### src/rtl/pipeline_ctrl_pkg.sv
// Shared types for the pipeline hazard controller and the pipeline-register interface.
// Each stage register is driven by an {en, flush} pair; flush only acts together with en.
package pipeline_ctrl_pkg;

    typedef enum logic {
        RUN   = 1'b0,
        DRAIN = 1'b1
    } ctrl_state_t;

    typedef struct packed {
        logic en;
        logic flush;
    } stage_ctrl_t;

    localparam stage_ctrl_t STAGE_HOLD  = '{en: 1'b0, flush: 1'b0};
    localparam stage_ctrl_t STAGE_RUN   = '{en: 1'b1, flush: 1'b0};
    localparam stage_ctrl_t STAGE_FLUSH = '{en: 1'b1, flush: 1'b1};

endpackage

### src/rtl/pipeline_ctrl_hazard_detect.sv
// Load-use hazard check between the load in EX and the instruction in ID.
// Kept separate so the comparison can be exercised on its own.
module hazard_detect (
    input  logic       idex_mem_read,
    input  logic [4:0] idex_rd,
    input  logic [4:0] ifid_rs1,
    input  logic [4:0] ifid_rs2,
    input  logic       ifid_uses_rs1,
    input  logic       ifid_uses_rs2,
    output logic       lu
);

    logic rs1_hit;
    logic rs2_hit;

    // x0 is never a real producer, so a load into x0 cannot create a hazard.
    assign rs1_hit = ifid_uses_rs1 && (ifid_rs1 == idex_rd);
    assign rs2_hit = ifid_uses_rs2 && (ifid_rs2 == idex_rd);
    assign lu      = idex_mem_read && (idex_rd != 5'd0) && (rs1_hit || rs2_hit);

endmodule

### src/rtl/pipeline_ctrl.sv
// Hazard and stall controller for the 5-stage RV32I pipeline: stage enables/flushes,
// PC enable/redirect, the redirect-during-fetch drain sequence and saturating counters.
module pipeline_ctrl
    import pipeline_ctrl_pkg::*;
#(
    parameter int CNT_W = 32,
    parameter int XLEN  = 32
) (
    input  logic             clk,
    input  logic             rst,
    input  logic             imem_req,
    input  logic             imem_resp,
    input  logic             dmem_req,
    input  logic             dmem_resp,
    input  logic             idex_mem_read,
    input  logic [4:0]       idex_rd,
    input  logic [4:0]       ifid_rs1,
    input  logic [4:0]       ifid_rs2,
    input  logic             ifid_uses_rs1,
    input  logic             ifid_uses_rs2,
    input  logic             ex_redirect,
    input  logic [XLEN-1:0]  ex_target,
    output logic             pc_en,
    output logic             pc_redirect,
    output logic [XLEN-1:0]  pc_redirect_addr,
    output logic             ifid_en,
    output logic             ifid_flush,
    output logic             idex_en,
    output logic             idex_flush,
    output logic             exmem_en,
    output logic             exmem_flush,
    output logic             memwb_en,
    output logic             memwb_flush,
    output logic [CNT_W-1:0] stall_cycles,
    output logic [CNT_W-1:0] flush_count
);

    ctrl_state_t     state;
    ctrl_state_t     next_state;
    logic [XLEN-1:0] drain_target;
    logic            capture_target;
    logic            redirect_taken;
    logic            dstall;
    logic            istall;
    logic            lu;
    stage_ctrl_t     ifid;
    stage_ctrl_t     idex;
    stage_ctrl_t     exmem;
    stage_ctrl_t     memwb;

    hazard_detect u_hazard_detect (
        .idex_mem_read (idex_mem_read),
        .idex_rd       (idex_rd),
        .ifid_rs1      (ifid_rs1),
        .ifid_rs2      (ifid_rs2),
        .ifid_uses_rs1 (ifid_uses_rs1),
        .ifid_uses_rs2 (ifid_uses_rs2),
        .lu            (lu)
    );

    assign dstall = dmem_req && !dmem_resp;
    assign istall = imem_req && !imem_resp;

    // Everything below is forced quiet while reset is held, independent of state.
    always_comb begin
        ifid             = STAGE_HOLD;
        idex             = STAGE_HOLD;
        exmem            = STAGE_HOLD;
        memwb            = STAGE_HOLD;
        pc_en            = 1'b0;
        pc_redirect      = 1'b0;
        pc_redirect_addr = '0;
        next_state       = state;
        capture_target   = 1'b0;
        redirect_taken   = 1'b0;

        if (rst) begin
            unique case (state)
                RUN: begin
                    pc_redirect_addr = ex_target;
                    if (dstall) begin
                        memwb = STAGE_FLUSH;
                    end else if (ex_redirect && !istall) begin
                        pc_en          = 1'b1;
                        pc_redirect    = 1'b1;
                        ifid           = STAGE_FLUSH;
                        idex           = STAGE_FLUSH;
                        exmem          = STAGE_RUN;
                        memwb          = STAGE_RUN;
                        redirect_taken = 1'b1;
                    end else if (ex_redirect) begin
                        // The in-flight wrong-path fetch must land before the PC can move.
                        ifid           = STAGE_FLUSH;
                        idex           = STAGE_FLUSH;
                        exmem          = STAGE_RUN;
                        memwb          = STAGE_RUN;
                        next_state     = DRAIN;
                        capture_target = 1'b1;
                        redirect_taken = 1'b1;
                    end else if (lu) begin
                        idex  = STAGE_FLUSH;
                        exmem = STAGE_RUN;
                        memwb = STAGE_RUN;
                    end else if (istall) begin
                        ifid  = STAGE_FLUSH;
                        idex  = STAGE_RUN;
                        exmem = STAGE_RUN;
                        memwb = STAGE_RUN;
                    end else begin
                        pc_en = 1'b1;
                        ifid  = STAGE_RUN;
                        idex  = STAGE_RUN;
                        exmem = STAGE_RUN;
                        memwb = STAGE_RUN;
                    end
                end

                DRAIN: begin
                    // ID/EX only holds bubbles here, so a new ex_redirect cannot be real.
                    pc_redirect_addr = drain_target;
                    ifid             = STAGE_FLUSH;
                    if (dstall) begin
                        memwb = STAGE_FLUSH;
                    end else begin
                        idex  = STAGE_RUN;
                        exmem = STAGE_RUN;
                        memwb = STAGE_RUN;
                    end
                    if (imem_resp) begin
                        pc_en       = 1'b1;
                        pc_redirect = 1'b1;
                        next_state  = RUN;
                    end
                end

                default: begin
                    next_state = RUN;
                end
            endcase
        end
    end

    assign ifid_en     = ifid.en;
    assign ifid_flush  = ifid.flush;
    assign idex_en     = idex.en;
    assign idex_flush  = idex.flush;
    assign exmem_en    = exmem.en;
    assign exmem_flush = exmem.flush;
    assign memwb_en    = memwb.en;
    assign memwb_flush = memwb.flush;

    always_ff @(posedge clk or negedge rst) begin
        if (!rst) begin
            state        <= RUN;
            drain_target <= '0;
        end else begin
            state <= next_state;
            if (capture_target) begin
                drain_target <= ex_target;
            end
        end
    end

    // Both counters stick at all-ones instead of wrapping.
    always_ff @(posedge clk or negedge rst) begin
        if (!rst) begin
            stall_cycles <= '0;
            flush_count  <= '0;
        end else begin
            if (!pc_en && (stall_cycles != {CNT_W{1'b1}})) begin
                stall_cycles <= stall_cycles + CNT_W'(1);
            end
            if (redirect_taken && (flush_count != {CNT_W{1'b1}})) begin
                flush_count <= flush_count + CNT_W'(1);
            end
        end
    end

endmodule

### config.mk
export PLATFORM = sky130hd
export DESIGN_NAME = pipeline_ctrl
export DESIGN_NICKNAME = d
export VERILOG_FILES = /design/src/rtl/pipeline_ctrl_pkg.sv /design/src/rtl/pipeline_ctrl_hazard_detect.sv /design/src/rtl/pipeline_ctrl.sv
export SDC_FILE = /design/constraint.sdc
export NUM_CORES = 1
export LEC_CHECK = 0
export CORE_UTILIZATION = 40
export DETAILED_ROUTE_END_ITERATION = 16
export PLACE_DENSITY = 0.81
export SETUP_SLACK_MARGIN = 0.5
export SLEW_MARGIN = 10
export SYNTH_ARGS = -nofsm -noshare
export SYNTH_HDL_FRONTEND = slang
export SYNTH_SLANG_ARGS = --single-unit
export TNS_END_PERCENT = 30
### constraint.sdc
create_clock -name clk -period 3.1 [get_ports clk]
set_input_delay 0.62 -clock clk [delete_from_list [all_inputs] [get_ports clk]]
set_output_delay 0.62 -clock clk [all_outputs]
set_load 0.03 [all_outputs]
After elaboration in Yosys (flattened, before gate mapping)
Cells that the tools add are included.
W data, S select, Z words.
- bits in registers: 97
- logic and storage cells: 68
- $add $sub $neg: 2
- equal/unequal tests: 4
- mux-type cells: 42
- bitwise gates (word level): 1
- reduce and logical (&&, ||, !) cells: 15
- operator list (kind ; count):
    $add A32 B1 Y32 const B ; 2
    $ne A32 B32 Y1 const B ; 2
    $pmux W32 S2 ; 1
    $mux W32 ; 1
    $mux W1 ; 25
    $mux W2 ; 10
    $eq A5 B5 Y1 ; 2
    $logic_and A1 B1 Y1 ; 9
    $pmux W2 S2 ; 2
    $pmux W1 S2 ; 3
    $reduce_bool A5 Y1 ; 1
    $logic_not A1 Y1 ; 4
    $logic_or A1 B1 Y1 ; 1
    $not A1 Y1 ; 1

Depth between registers and ports, before layout
Gate-level depths: netlist of the first run.
- depth in word-level cells: 12
- mapped depth: 9
- depth with buffers taken out: 7

Hierarchy
From an unflattened synthesis of the first run, not the netlist that was laid out.
- cells, all modules: 478
- area, all modules: 5137.4 sq um
- modules (own cells, without submodules) (module ; instances ; cells an instance ; area an instance (sq um) ; sequential area each (sq um)):
    pipeline_ctrl ; 1 ; 461 ; 5003.5 ; 2427.3
    hazard_detect ; 1 ; 17 ; 133.9 ; 0.0

Least setup slack after synthesis of the first run
OpenSTA, ideal clock, no wires.
- path kind: in2out
- start: input port idex_rd[1]
- end: output port ifid_flush
- arrival time: 3.009 ns
- data required time: 2.480 ns
- setup slack: -0.529 ns
- stages: 5
- buffers on the path: 0
- cell sequence: or4_1 > o21a_1 > nor2b_1 > o21ai_0 > a21boi_0
- word-level cells in the longest chain between the ends: 10
- elaborated cells between the ends (all ways): 14
- ends and longest elaborated chain (what ; line ; source):
    from (decl) ; pipeline_ctrl.sv:16 ; input logic [4:0] idex_rd,
    $eq A5 B5 Y1, on equally long branches ; pipeline_ctrl_hazard_detect.sv:17, pipeline_ctrl_hazard_detect.sv:18 ;
    $logic_and A1 B1 Y1, on equally long branches ; pipeline_ctrl_hazard_detect.sv:17, pipeline_ctrl_hazard_detect.sv:18 ;
    $logic_or A1 B1 Y1 ; pipeline_ctrl_hazard_detect.sv:19 ; assign lu = idex_mem_read && (idex_rd != 5'd0) && (rs1_hit || rs2_hit);
    $logic_and A1 B1 Y1 * ; pipeline_ctrl_hazard_detect.sv:19 ;
    $mux W2 * ; pipeline_ctrl.sv:100 ; end else if (lu) begin
    $mux W2 * ; pipeline_ctrl.sv:91 ; end else if (ex_redirect) begin
    $mux W2 * ; pipeline_ctrl.sv:83 ; end else if (ex_redirect && !istall) begin
    $mux W2 * ; pipeline_ctrl.sv:81 ; if (dstall) begin
    $pmux W2 S2 * ; pipeline_ctrl.sv:78 ; unique case (state)
    $mux W2 * ; pipeline_ctrl.sv:77 ; if (rst) begin
    to (decl) ; pipeline_ctrl.sv:27 ; output logic ifid_flush,
Mark *: on every way between the ends. The rest lies on a longest branch, timed or not.

Worst setup path in the final report of the first run
Ends and elaborated chain as after synthesis.

==> results of run 1 <==
-- per-stage QoR --
stage	instances	total power [mW]	hold slack [ps]	worst slack, ps
detailed placement	793	3.17	469	-140
CTS	813	4.31	105	264
finish	815	4.29	118	317
global placement	793	3.13	473	-124
floorplan	464	2.56	324	421
global route	815	4.51	111	268
-- path summary, 6_finish.rpt --
path | startpoint | end | cells past startpoint
worst max-delay path | idex_rd[1] | ifid_flush | 8
worst min-delay path | rst | state | 1
worst max register to register | stall_cycles[0] | stall_cycles[13] | 7
worst min register to register | flush_count[13] | flush_count[13] | 1
max in group asynchronous | rst | stall_cycles[12] | 2
min in group clk | flush_count[13] | flush_count[13] | 1
-- per-layer routing --
layer / up-vias / track usage (%) / routed length [um]
met5: - / 0 / 0
met4: 0 / 5.96 / 137
met3: 13 / 4.99 / 852
met2: 128 / 32.9 / 6160
met1: 1999 / 24.5 / 5340
li1: 1959 / - / -
-- final cells by class --
class / count / area (um2)
clock buffer: 9 / 225
timing repair buffer: 183 / 1680
sequential: 97 / 2430
inverter: 12 / 45.0
tap: 168 / 210
fill: 1003 / 4880
clock inverter: 7 / 78.8
multi-input combinational: 339 / 2510
-- sequential cells by signal, indices dropped and copies added, names as in the netlist --
signal	flops
state	1
flush_count	32
stall_cycles	32
drain_target	32
-- power groups by stage --
stage	clock network, mW	registers, mW	logic, mW
after global routing	1.21	1.80	1.50
after detailed placement	0	1.78	1.39
after global placement	0	1.76	1.37
after CTS	1.15	1.76	1.40
final	1.12	1.76	1.40
after floorplan	0	2.01	0.549
-- synth_stat cells (3+ instances only) --
library cell,number,area [um2]
nand4_1,12,75.1
and4_1,3,26.3
nor3_1,14,70.1
nand2_1,27,101
nor2_1,53,199
mux2_2,34,383
nand3_1,28,140
inv_1,11,41.3
nand2b_1,4,25.0
a21oi_1,3,15.0
o21ai_0,3,15.0
clkbuf_1,4,15.0
nor4_1,13,81.3
buf_1,7,26.3
mux2i_1,32,320
buf_4,5,37.5
and3_1,8,50.1
dfrtp_1,97,2430
xnor2_1,33,289
and2_1,6,37.5
xor2_1,38,333
-- logic make-up after synthesis --
kind of cell,Yosys count
AO/OA/AOI/OAI,14
AND/OR/NAND/NOR,184
buffers and inverters,29
other,1
XOR/XNOR,71
multiplexers,66
adder cells (fa/ha/maj),2
flip-flops,97
-- what timing repair did --
item                                    4_1_cts  5_1_grt
pin swaps                                    10        7
hold endpoints to repair                      0        0
buffers inserted                              4        1
gates resized for setup                      38       12
hold buffers                                  0        0
gates cloned                                  0        1
endpoints found under the setup margin       37       38
==> metrics.md, run 1 <==
| Metric | Value |
|---|---|
| Required time of the critical path | about 2500 ps |
| Max Root-Sink Buffers | 2 |
| Sequential share of power | approximately two fifths |
| Sequential share of the synthesized area | 48.9% |
| Setup_tns | 0 ps |
| DRT iter0 DRCs | 140 |
| Hold Path Class | input pin to asynchronous set/reset pin |
| Relative slew margins | 34.1% |
| Area grow syn2layout | 44.7% |
| Internal power | 2.79 mW |
| Most frequent cells in the layout | clkdlybuf4s50_1 (105), dfrtp_1 (96), buf_4 (57) |
| Power Dens Cells | 597 nW/um2 |
| TritonCTS clock tree | yes |
| Initial Util | 41.2% |
| Largest net degree at the start of global routing | just under 80 |
| Nets | between 700 and 800 |
| Startpoint Class | input pin |
| Most common cell on crit path | buf_6 |
| Drt total wl | 12.5 mm |
| Clock root buffer master | clkbuf_16 |
| Routed len/inst | 15.3 um |
| Core Region | 12100 um2 |
| First-pass GRT wire length | 19.7 mm |
| Site Rows | 40 |
| Die Y-Extent | 113 um |
| Total grt overflow | 0 |
| Unique masters post-synth | 45 |
| Average size of a mapped cell | 10.7 um2 |
| Clk Latency, worst-skew pair | around 340 ps |
| Die X | 113 um |
| Initial antenna violation count | 0 |
| Compound-cell area share of the yosys netlist | under 10% |
| Crit-path max cell delay | roughly 540 ps |
| Main combinational cell family by area after synthesis | simple AND/OR/NAND/NOR gates |
| Sink Count | between 90 and 100 |
| Async set or reset register ratio after synthesis | 100% |
| Drt first pass iters | 4 |
| Synthesized area | 4960 um2 |
| Family with the most delay on the worst path | simple AND/OR/NAND/NOR gates |
| Ys flop type | dfrtp_1 |
| Final RePlAce weighted congestion | 0.775 |
| Yosys reg bits | 97 |
| Synth Area in XOR/XNOR | 12.5% |
| Crit path cell chain | buf_6, or4_4, o21a_1, nor2b_4, buf_6, o21ai_4, a21boi_4, buf_6 |
| Diodes inserted | 0 |
| Reg clk slew, reported paths | roughly 70 ps |
| Final Cycle Share | about nine tenths |
| Clock skew | 6.71 ps |
| DRC | 0 |
| Clock power frac | a little over a quarter |
| Via density | roughly 5 |
| Sw Share | a little over a third |
| Kind of critical path | input pin to primary output |
| PortBufs | 161 |
| Slowest CP cell | or4_4 |
| Post-synthesis mux area share | 14.2% |
| Num CTS Buffers | 9 |
| Util after Layout | 59.6% |
| Reg2reg setup slack | 640 ps |
| Die area | 12900 um2 |
| Worst-Margin Slew | a little under 1000 ps |
| Synthesized Nets | 523 |
| Worst endpoint data arrival time | between 2000 and 2500 ps |
| Final setup violation count | 0 |
| Post-Synth Adder-Cell Area | 0.504% |
| Crit Path Max Fanout | 3 |
| Post-Synth Simple-Gate Area | a little under 20% |
| Number of synthesized flops with an enable pin | 0 |
| Area after DPL | 6760 um2 |
| # IOs | 163 |
| Combinational share of power | around 33% |
| Final Hold Fails | 0 |
| Final instance area | 7180 um2 |
| Max H-tree Level | 3 |
| Min Tclk post-route | 2780 ps |
| CP bufs+invs | 3 |
| ANT nets after route | 0 |
| Via count | 4099 |
| Achievable Freq | about 360 MHz |
| Unrepaired setup endpoints after global routing | true |
| Crit. End Element | primary output |
| GRT Resource Usage Total | between 10% and 20% |
| Leakage power | approximately 3.1 nW |
| Sw power | 1.50 mW |
| Worst VDD drop | 0.377 mV |
| Vias in the first global route | 4039 |
| Post-Syn Instances | roughly 460 |
| Dpl hpwl | 9.16 mm |
| Layout cells sized above 1 | ~22% |
| Outcome | finished clean |
| Commonest non-fill, non-tap cell in the layout | clkdlybuf4s50_1 |
| Synth warnings | 0 |
| Max-capacitance violation count | 0 |
| Max-slew violation count | 0 |
Power figures use the tool's default switching activity.
==> inputs of run 2 (changes only) <==
--- a/config.mk
+++ b/config.mk
@@ -7,7 +7,8 @@
 export LEC_CHECK = 0
 export CORE_UTILIZATION = 40
 export DETAILED_ROUTE_END_ITERATION = 16
-export PLACE_DENSITY = 0.81
+export DONT_BUFFER_PORTS = 1
+export PLACE_DENSITY = 0.64
 export SETUP_SLACK_MARGIN = 0.5
 export SLEW_MARGIN = 10
 export SYNTH_ARGS = -nofsm -noshare
==> run 2 against run 1 <==
The flow now finishes with violations (negative hold slack); count of clock-buffer cells in the layout is 5 higher; maximum frequency up 8.5%; core utilization is 13 points lower; non-clock buffer count down 157; clock power grew 8%; cell count is 19% lower; cell area fell by 21%; largest power group unchanged.
==> metrics.md, run 2 (synthesis results as in run 1) <==
| Metric | Value |
|---|---|
| Kind of critical path | input pin to primary output |
| Drt total wl | 11.3 mm (-9.6%) |
| Startpoint Class | input pin |
| Max H-tree Level | 3 (unchanged) |
| Die Y-Extent | 113 um (unchanged) |
| Crit. End Element | primary output |
| Biggest regs | drain_target (32), flush_count (32), stall_cycles (32) |
| Final RePlAce weighted congestion | 0.808 (+4.2%) |
| Crit Path Max Fanout | 3 (unchanged) |
| Achievable Freq | 390 MHz (+8.5%) |
| Die X | 113 um (unchanged) |
| Final Cycle Share | 82.8% (-7.0 points) |
| PortBufs | 0 (-100%) |
| Area grow syn2layout | 14.3% |
| Metal-1 WL | 4.78 mm (-10%) |
| Num CTS Buffers | 9 (unchanged) |
| Required time of the critical path | 2480 ps (about the same) |
| Most frequent cells in the layout | dfrtp_1 (95), nor2_1 (52), xor2_1 (38) |
| Hold Path Class | input pin to asynchronous set/reset pin |
| Max Root-Sink Buffers | 2 (unchanged) |
| Core Region | 12100 um2 (unchanged) |
| Power Dens Cells | 705 nW/um2 (+18%) |
| Site Rows | 40 (unchanged) |
| Die area | 12900 um2 (unchanged) |
| Worst-Margin Slew | 626 ps (-362 ps) |
| Tot Pwr | 4.00 mW (-6.6%) |
| TritonCTS clock tree | yes |
| Unrepaired setup endpoints after global routing | true |
| PnR worst setup slack | 535 ps (+218 ps) |
| GRT Resource Usage Total | 18.0% (-1.5 points) |
| Met2 WL | 5.56 mm (-9.8%) |
| Setup Slack @ Placement | 481 ps (+622 ps) |
| Layout cells sized above 1 | 18.8% (-2.9 points) |
| Clk Latency, worst-skew pair | 340 ps (about the same) |
| Final setup violation count | 0 (unchanged) |
| ANT nets after route | 0 (unchanged) |
| Sink Count | 97 (unchanged) |
| DRC | 0 (unchanged) |
| # IOs | 163 (unchanged) |
| Relative slew margins | 58.1% (+24 points) |
| Final instance area | 5670 um2 (-21%) |
| Diodes inserted | 0 (unchanged) |
| Clock root buffer master | clkbuf_16 |
| Filler Cells Inserted | 1136 (+13%) |
| Hold Slack | -23.1 ps (-141 ps) |
| Drt first pass iters | 4 (unchanged) |
| Met3 wire length | 769 um (-9.7%) |
| Worst endpoint data arrival time | 1950 ps (-210 ps) |
| Max-capacitance violation count | 0 (unchanged) |
| Dpl hpwl | 8.04 mm (-12%) |
| Nets | 544 (-22%) |
| Via density | 5.37 (+6.8%) |
| Reg clk slew, reported paths | 60 ps (about the same) |
| Area after DPL | 5280 um2 (-22%) |
| Largest net degree at the start of global routing | 106 (+36%) |
| Clock skew | 4.94 ps (-1.78 ps) |
| Final Hold Fails | 77 (+77) |
| Setup_tns | 0 ps (unchanged) |
| Routed len/inst | 17.2 um (+12%) |
| Leakage power | 2.39 nW (-22%) |
| Vias in the first global route | 3503 (-13%) |
| Commonest non-fill, non-tap cell in the layout | dfrtp_1 |
| Failing checks | negative hold slack |
| First-pass GRT wire length | 18.0 mm (-8.6%) |
| Via count | 3533 (-14%) |
| Total grt overflow | 0 (unchanged) |
| Min Tclk post-route | 2570 ps (-218 ps) |
| Worst VDD drop | 0.439 mV (+16%) |
| DRT iter0 DRCs | 193 (+38%) |
| Max layer used | met4 |
| Max-slew violation count | 0 (unchanged) |
| Initial antenna violation count | 0 (unchanged) |
| Initial Util | 41.2% (unchanged) |
| Outcome | complete, but fails checks |
run 2: final cells by class:
type / count / area [um2] / area share, %
multi-input cells: 339 / 2460 / 43.3
flip-flops and latches: 97 / 2430 / 42.8
inverters: 12 / 45.0 / 0.794
repair buffers: 26 / 208 / 3.66
well taps: 168 / 210 / 3.70
clock inverters: 2 / 60.1 / 1.06
clock buffers: 14 / 264 / 4.65
run 2: power by group:
| group | leakage [nW] | internal [mW] | switching, mW |
|---|---|---|---|
| logic | 1.03 | 0.360 | 0.513 |
| clock network | 0.157 | 0.753 | 0.455 |
| registers | 1.20 | 1.51 | 0.410 |
run 2: repair_timing:
item	CTS	global route
buffers inserted	0	6
hold endpoints to repair	97	97
cloned	1	0
gates resized for setup	1	4
setup endpoints to repair	3	23
pin swaps	1	2
run 2: per-stage QoR:
step | utilization, % | hold slack (ps) | cells
6_report | 47.0 | -23.1 | 658
2_1_floorplan | - | 324 | 464
4_1_cts | 46.6 | -41.6 | 652
3_3_place_gp | 43.8 | 327 | 635
3_5_place_dp | 43.8 | 327 | 635
5_1_grt | 47.0 | -45.4 | 658
run 2: path summary, 6_finish.rpt:
check,start,to,slack [ps],depth (start not counted)
worst max-delay path,idex_rd[1],ifid_flush,530,5
worst min-delay path,rst,stall_cycles[29],-20,0
worst max register to register,stall_cycles[11],stall_cycles[31],580,7
worst min register to register,drain_target[17],drain_target[17],510,1
max in group asynchronous,rst,stall_cycles[10],2940,0
min in group clk,ex_target[16],drain_target[16],430,1
run 2: critical path, cell delays in order:
cell      delay (ps)
or4_1            520
o21a_1           190
nor2b_2          180
o21ai_4          140
a21boi_4         300
run 2: metal layers:
metal	up-vias	global-route usage, %
li1	1637	-
met1	1769	22.1
met2	115	29.7
met3	12	5.26
met4	0	7.37
met5	-	0
==> inputs of run 3 (changes only) <==
==> constraint.sdc (replaced) <==
create_clock -name clk -period 2.6 [get_ports clk]
set_input_delay 0.52 -clock clk [delete_from_list [all_inputs] [get_ports clk]]
set_output_delay 0.52 -clock clk [all_outputs]
set_load 0.03 [all_outputs]
==> run 3 against run 2 <==
Non-clock buffer count up 100; setup slack got worse by 290 ps; the flow still finishes with violations (negative hold slack); clock power is 18% higher; global-route usage increased by 1.5 points; critical path depth did not move; via count increased by 9.8%; largest cell class unchanged; worst hold slack worse by 120 ps; count of clock-buffer cells in the layout shrank 1; routed wire length rose by 11%; highest routed layer unchanged; power increased by 30%.
==> metrics.md, run 3 (synthesis results as in run 1) <==
| Metric | Value |
|---|---|
| FF-to-FF End | flush_count[24] |
| Required time of the critical path | 2080 ps (-400 ps) |
| Routed len/inst | 16.6 um (-3.2%) |
| DRC | 0 (unchanged) |
| Diodes inserted | 0 (unchanged) |
| Max Root-Sink Buffers | 2 (unchanged) |
| Reg clk slew, reported paths | 60 ps (about the same) |
| Failing checks | negative hold slack |
| Initial Util | 41.2% (unchanged) |
| FF-to-FF path depth | 7 (unchanged) |
| Hold Slack | -138 ps (-115 ps) |
| Die area | 12900 um2 (unchanged) |
| TritonCTS clock tree | yes |
| Combinational share of power | 34.1% (+12 points) |
| DRT iter0 DRCs | 171 (-11%) |
| Sw Share | 34.3% (-0.16 points) |
| Worst VDD drop | 0.517 mV (+18%) |
| Largest net degree at the start of global routing | 106 (unchanged) |
| Initial antenna violation count | 1 (+1) |
| Via count | 3880 (+9.8%) |
| Area after DPL | 6100 um2 (+16%) |
| PortBufs | 0 (unchanged) |
| Max H-tree Level | 3 (unchanged) |
| Leakage power | 3.02 nW (+27%) |
| Die Y-Extent | 113 um (unchanged) |
| Sequential share of power | 38.4% (-9.6 points) |
| Worst endpoint data arrival time | 1830 ps (-120 ps) |
| Relative slew margins | 48.8% (-9.3 points) |
| Clk Latency, worst-skew pair | 350 ps (about the same) |
| Startpoint Class | input pin |
| Layout cells sized above 1 | 40.1% (+21 points) |
| Nets | 643 (+18%) |
| Total grt overflow | 0 (unchanged) |
| Setup_tns | 0 ps (unchanged) |
| Max-slew violation count | 0 (unchanged) |
| Setup Slack @ Placement | 96.5 ps (-385 ps) |
| PnR worst setup slack | 247 ps (-287 ps) |
| Final instance area | 6820 um2 (+20%) |
| Final Hold Fails | 97 (+26%) |
| Kind of critical path | input pin to primary output |
| # IOs | 163 (unchanged) |
| Reg2reg start | flush_count[0] |
| Min Tclk post-route | 2350 ps |
| Grt met2 use | 33.5% (+3.8 points) |
| Internal power | 3.42 mW (+31%) |
| Site Rows | 40 (unchanged) |
| Die X | 113 um (unchanged) |
| GR Util met3 | 6.32% (+1.1 points) |
| Reg2reg setup slack | 380 ps (-200 ps) |
| Area grow syn2layout | 37.4% |
| Drt total wl | 12.6 mm (+11%) |
| Commonest non-fill, non-tap cell in the layout | buf_4 |
| Unrepaired setup endpoints after global routing | true |
| Clock root buffer master | clkbuf_16 |
| Sw power | 1.79 mW (+30%) |
| Achievable Freq | 425 MHz |
| Drt first pass iters | 4 (unchanged) |
| Power Dens Cells | 764 nW/um2 (+8.3%) |
| GRT Resource Usage Total | 19.5% (+1.5 points) |
| Biggest regs | drain_target (32), flush_count (32), stall_cycles (32) |
| ANT nets after route | 0 (unchanged) |
| Crit Path Max Fanout | 3 (unchanged) |
| Most frequent cells in the layout | buf_4 (114), dfrtp_1 (85), nor2_1 (47) |
| Final RePlAce weighted congestion | 0.793 (-1.8%) |
| Via density | 5.13 (-4.5%) |
| First-pass GRT wire length | 19.6 mm (+8.6%) |
| Num CTS Buffers | 9 (unchanged) |
| Hold Path Class | input pin to asynchronous set/reset pin |
| Dpl hpwl | 9.11 mm (+13%) |
| Max-capacitance violation count | 0 (unchanged) |
| Sink Count | 97 (unchanged) |
| Clock power frac | 27.5% (-2.7 points) |
| Crit. End Element | primary output |
| Clock skew | 4.65 ps (-0.283 ps) |
| Met1 GRT Util | 22.2% (+0.061 points) |
| Outcome | complete, but fails checks |
| Final Cycle Share | between 90% and 100% |
| Vias in the first global route | 3947 (+13%) |
| Grt peak-use layer | met2 |
| Core Region | 12100 um2 (unchanged) |
| Final setup violation count | 0 (unchanged) |
| Worst-Margin Slew | 769 ps (+142 ps) |
run 3: cell types whose count changed in the layout (fill, tap and decap cells not counted), moves of 9 or more:
cell     delta
nor3_1      -9
buf_4      +89
dfrtp_1    -10
nor4_4      +9
nor4_1     -11
dfrtp_2    +10
run 3: worst max-delay path, cell delays in order:
cell	delay (ps)
or4_4	520
o21a_1	200
nor2b_4	150
o21ai_4	130
a21boi_4	310
run 3: how the worst max path moves through the flow:
stage / startpoint / end / slack, ps
5_1_grt: flush_count[1] / flush_count[24] / 200
3_5_place_dp: stall_cycles[1] / stall_cycles[24] / 100
2_1_floorplan: idex_rd[1] / ifid_flush / 150
6_report: idex_rd[1] / ifid_flush / 250
3_3_place_gp: idex_rd[3] / idex_flush / 70
4_1_cts: idex_rd[1] / ifid_flush / 240
run 3: layer usage:
metal  vias up  part of all wire [%]
met1      1936                    40
li1       1840                     -
met5         -                     0
met3        21                   6.4
met2        83                    51
met4         0                   2.0
run 3: layout make-up:
type,count,area (um2)
clock inverter,3,65.1
multi-input combinational,338,2760
clock buffer,13,250
sequential,97,2440
tap,168,210
inverter,12,45.0
fill,1024,5240
timing repair buffer,126,1050
run 3: through the flow:
step / power [mW] / std cells / utilization, % / hold slack [ps]
2_1_floorplan: 3.13 / 464 / - / 224
3_3_place_gp: 3.61 / 719 / 50.6 / 228
3_5_place_dp: 3.66 / 719 / 50.6 / 227
4_1_cts: 5.19 / 744 / 54.9 / -150
5_1_grt: 5.46 / 757 / 56.6 / -150
6_report: 5.21 / 757 / 56.6 / -138
run 3: power by group through the flow:
stage	sequential (mW)	combinational [mW]	clock, mW
floorplan	2.42	0.718	0
global placement	2.00	1.60	0
detailed placement	2.02	1.64	0
CTS	2.00	1.72	1.47
global route	2.04	1.90	1.52
finish	2.00	1.78	1.43
run 3: timing repair:
action,4_1_cts,5_1_grt
setup buffers,9,12
gates cloned,0,1
pin swaps,14,6
setup endpoints to repair,61,67
hold endpoints to repair,97,97
resized for setup,25,18
==> RTL change, RTL diff (flow settings as in run 1) <==
`CNT_W`: 32 -> 48.
--- a/src/rtl/pipeline_ctrl.sv
+++ b/src/rtl/pipeline_ctrl.sv
@@ -3,7 +3,7 @@
 module pipeline_ctrl
     import pipeline_ctrl_pkg::*;
 #(
-    parameter int CNT_W = 32,
+    parameter int CNT_W = 48,
     parameter int XLEN  = 32
 ) (
     input  logic             clk,
Ports: changed (resized flush_count and stall_cycles); port bits go from 163 to 195. The function was not compared with the original's and may differ.
==> RTL change against run 1 <==
- die area rose by 28%
- count of clock-buffer cells in the layout increased by 13
- total power is 22% higher
- sequential cell count is 32 higher
- critical path type unchanged
- clock power grew 78%
- critical path depth unchanged
- cell area up 29%
- core utilization increased by 0.87 points
- first-iteration DRC count increased by 46%
- synthesized cell count rose by 28%
- setup slack better by 180 ps
- combinational power down 16%
- wire length rose by 34%
- area after synthesis is 28% higher
==> RTL change: results <==
set metrics [dict create \
    detailedRoute.firstIterationViolations 205 \
    pre_cts_ws_ps -0.1505 \
    grt_first_pass_wirelength_um 26110 \
    wl_per_cell_um 16.02 \
    timing.clock.skew_ps 6.503 \
    firstDrtPassIters 4 \
    p_leak_nw 4.007 \
    synth_fp_nets 655 \
    final_cells 1045 \
    fin_nets 878 \
    synthTopCellsByCount "129 x dfrtp_1, 72 x xnor2_1, 60 x nor2_1, 59 x nand2_1, 41 x nand3_1" \
    ys_async_sr_fraction_pct 100.0 \
    drive_above_1_share_pct 18.87 \
    place_area_um2 8602 \
    clk_transition_reported_paths_ps 50 \
    worst_setup_path_startpoint "idex_rd[4]" \
    area_contributors_post_synth "dfrtp_1 51%, xnor2_1 9.9%, mux2_2 5.8%" \
    ctsRootBufferMaster "clkbuf_16" \
    clockBufferDepth 2 \
    insertion_delay_ps 410 \
    detail_route.vias_per_cell 5.023 \
    grt_pass1_vias 5056 \
    highest_layer "met5" \
    grt_antenna_before_repair 4 \
    fmax_ghz 0.3839 \
    crit_path_max_fanout 3 \
    routabilityCongestion 0.7968 \
    routedLengthMet1_um 7130 \
    synth.yosys.seq_area_share_pct 50.61 \
    endpoint_of_the_most_critical_setup_path "ifid_flush" \
    global_route.usage.total_pct 20.58 \
    r2r_end "stall_cycles[44]" \
    reg2regPathDepth 8 \
    h-tree-depth 4 \
    synth_cells 596 \
    regToRegSetupSlack_ps 570 \
    total_of_warnings_raised_by_yosys 0 \
    regToRegStartpoint "stall_cycles[0]" \
    met3_length_um 1388 \
    ir_worst_vdd_uv 377.3 \
    grt_max_degree 48 \
    outcome "finished clean" \
    cts_inserted_buffers 17 \
    critical_path_arrival_ps 1990 \
    layout_top_registers "flush_count x48, stall_cycles x48, drain_target x32" \
    hold_class "in2async" \
    io_buffers 193 \
    final_hpwl_from_detailed_placement_um 12270 \
    detailroute.wirelength.met2_um 7925 \
    synth_cell_types 46 \
    slew-limit-headroom_pct 58.72 \
]
RTL change: changes by cell type after synthesis, moves of 4 or more:
| cell | before | now |
|---|---|---|
| or3_1 | 0 | 4 |
| nand3_1 | 28 | 41 |
| and2_1 | 6 | 2 |
| nor3_1 | 14 | 18 |
| and4_1 | 3 | 7 |
| nand4_1 | 12 | 32 |
| nor2_1 | 53 | 60 |
| xor2_1 | 38 | 31 |
| nor4_1 | 13 | 9 |
| xnor2_1 | 33 | 72 |
| dfrtp_1 | 97 | 129 |
| nand2_1 | 27 | 59 |
RTL change: what timing repair did:
| item | in CTS | in global routing |
|---|---|---|
| hold buffers | 0 | 0 |
| resized for setup | 24 | 22 |
| setup buffers | 2 | 3 |
| pin swaps | 8 | 17 |
| setup endpoints to repair | 13 | 40 |
RTL change: worst max-delay path, stage by stage:
cell and delay (ps):
buf_8 100, or4_1 520, o21a_1 210, nand2_2 110, nand2_2 60, nand2_2 70
o31a_1 160, buf_6 140
RTL change: cell type report:
cell class	count	area [um^2]
fillers	1268	6083
multi-input cells	440	3082
clock buffers	22	484.2
inverters	11	41.29
repair buffers	220	2073
well taps	211	264.0
diodes	2	5.005
clock inverters	10	107.6
flip-flops and latches	129	3231
RTL change: worst min-delay path by stage:
stage | start | to | depth (start not counted) | slack (ps)
2_1_floorplan | rst | drain_target[0] | 0 | 320
3_3_place_gp | rst | drain_target[29] | 1 | 460
3_5_place_dp | rst | drain_target[29] | 1 | 460
4_1_cts | rst | drain_target[29] | 1 | 20
5_1_grt | rst | drain_target[27] | 1 | 20
6_report | rst | drain_target[29] | 1 | 40
RTL change: routing by layer:
layer  vias up  global-route usage [%]
met5         -                       0
met3        24                   7.513
met1      2520                   24.95
met4         4                   6.644
met2       171                   33.90
li1       2530                       -
RTL change: report_power, final:
group          internal (mW)  switching (mW)  total, mW
registers               1.89           0.183       2.08
clock network           1.26           0.726       1.99
logic                  0.542           0.637       1.18
RTL change: cells by family (layout without fill, tap and decap cells):
group / count (synthesis) / in the layout / synth area share, %
XOR/XNOR: 103 / 103 / 14.14
adder cells (fa/ha/maj): 2 / 2 / 0.3922
other: 1 / 3 / 0.05879
buffers and inverters: 27 / 263 / 1.883
AO/OA/AOI/OAI: 10 / 10 / 1.236
AND/OR/NAND/NOR: 259 / 259 / 20.83
multiplexers: 65 / 65 / 10.85
flip-flops: 129 / 129 / 50.61
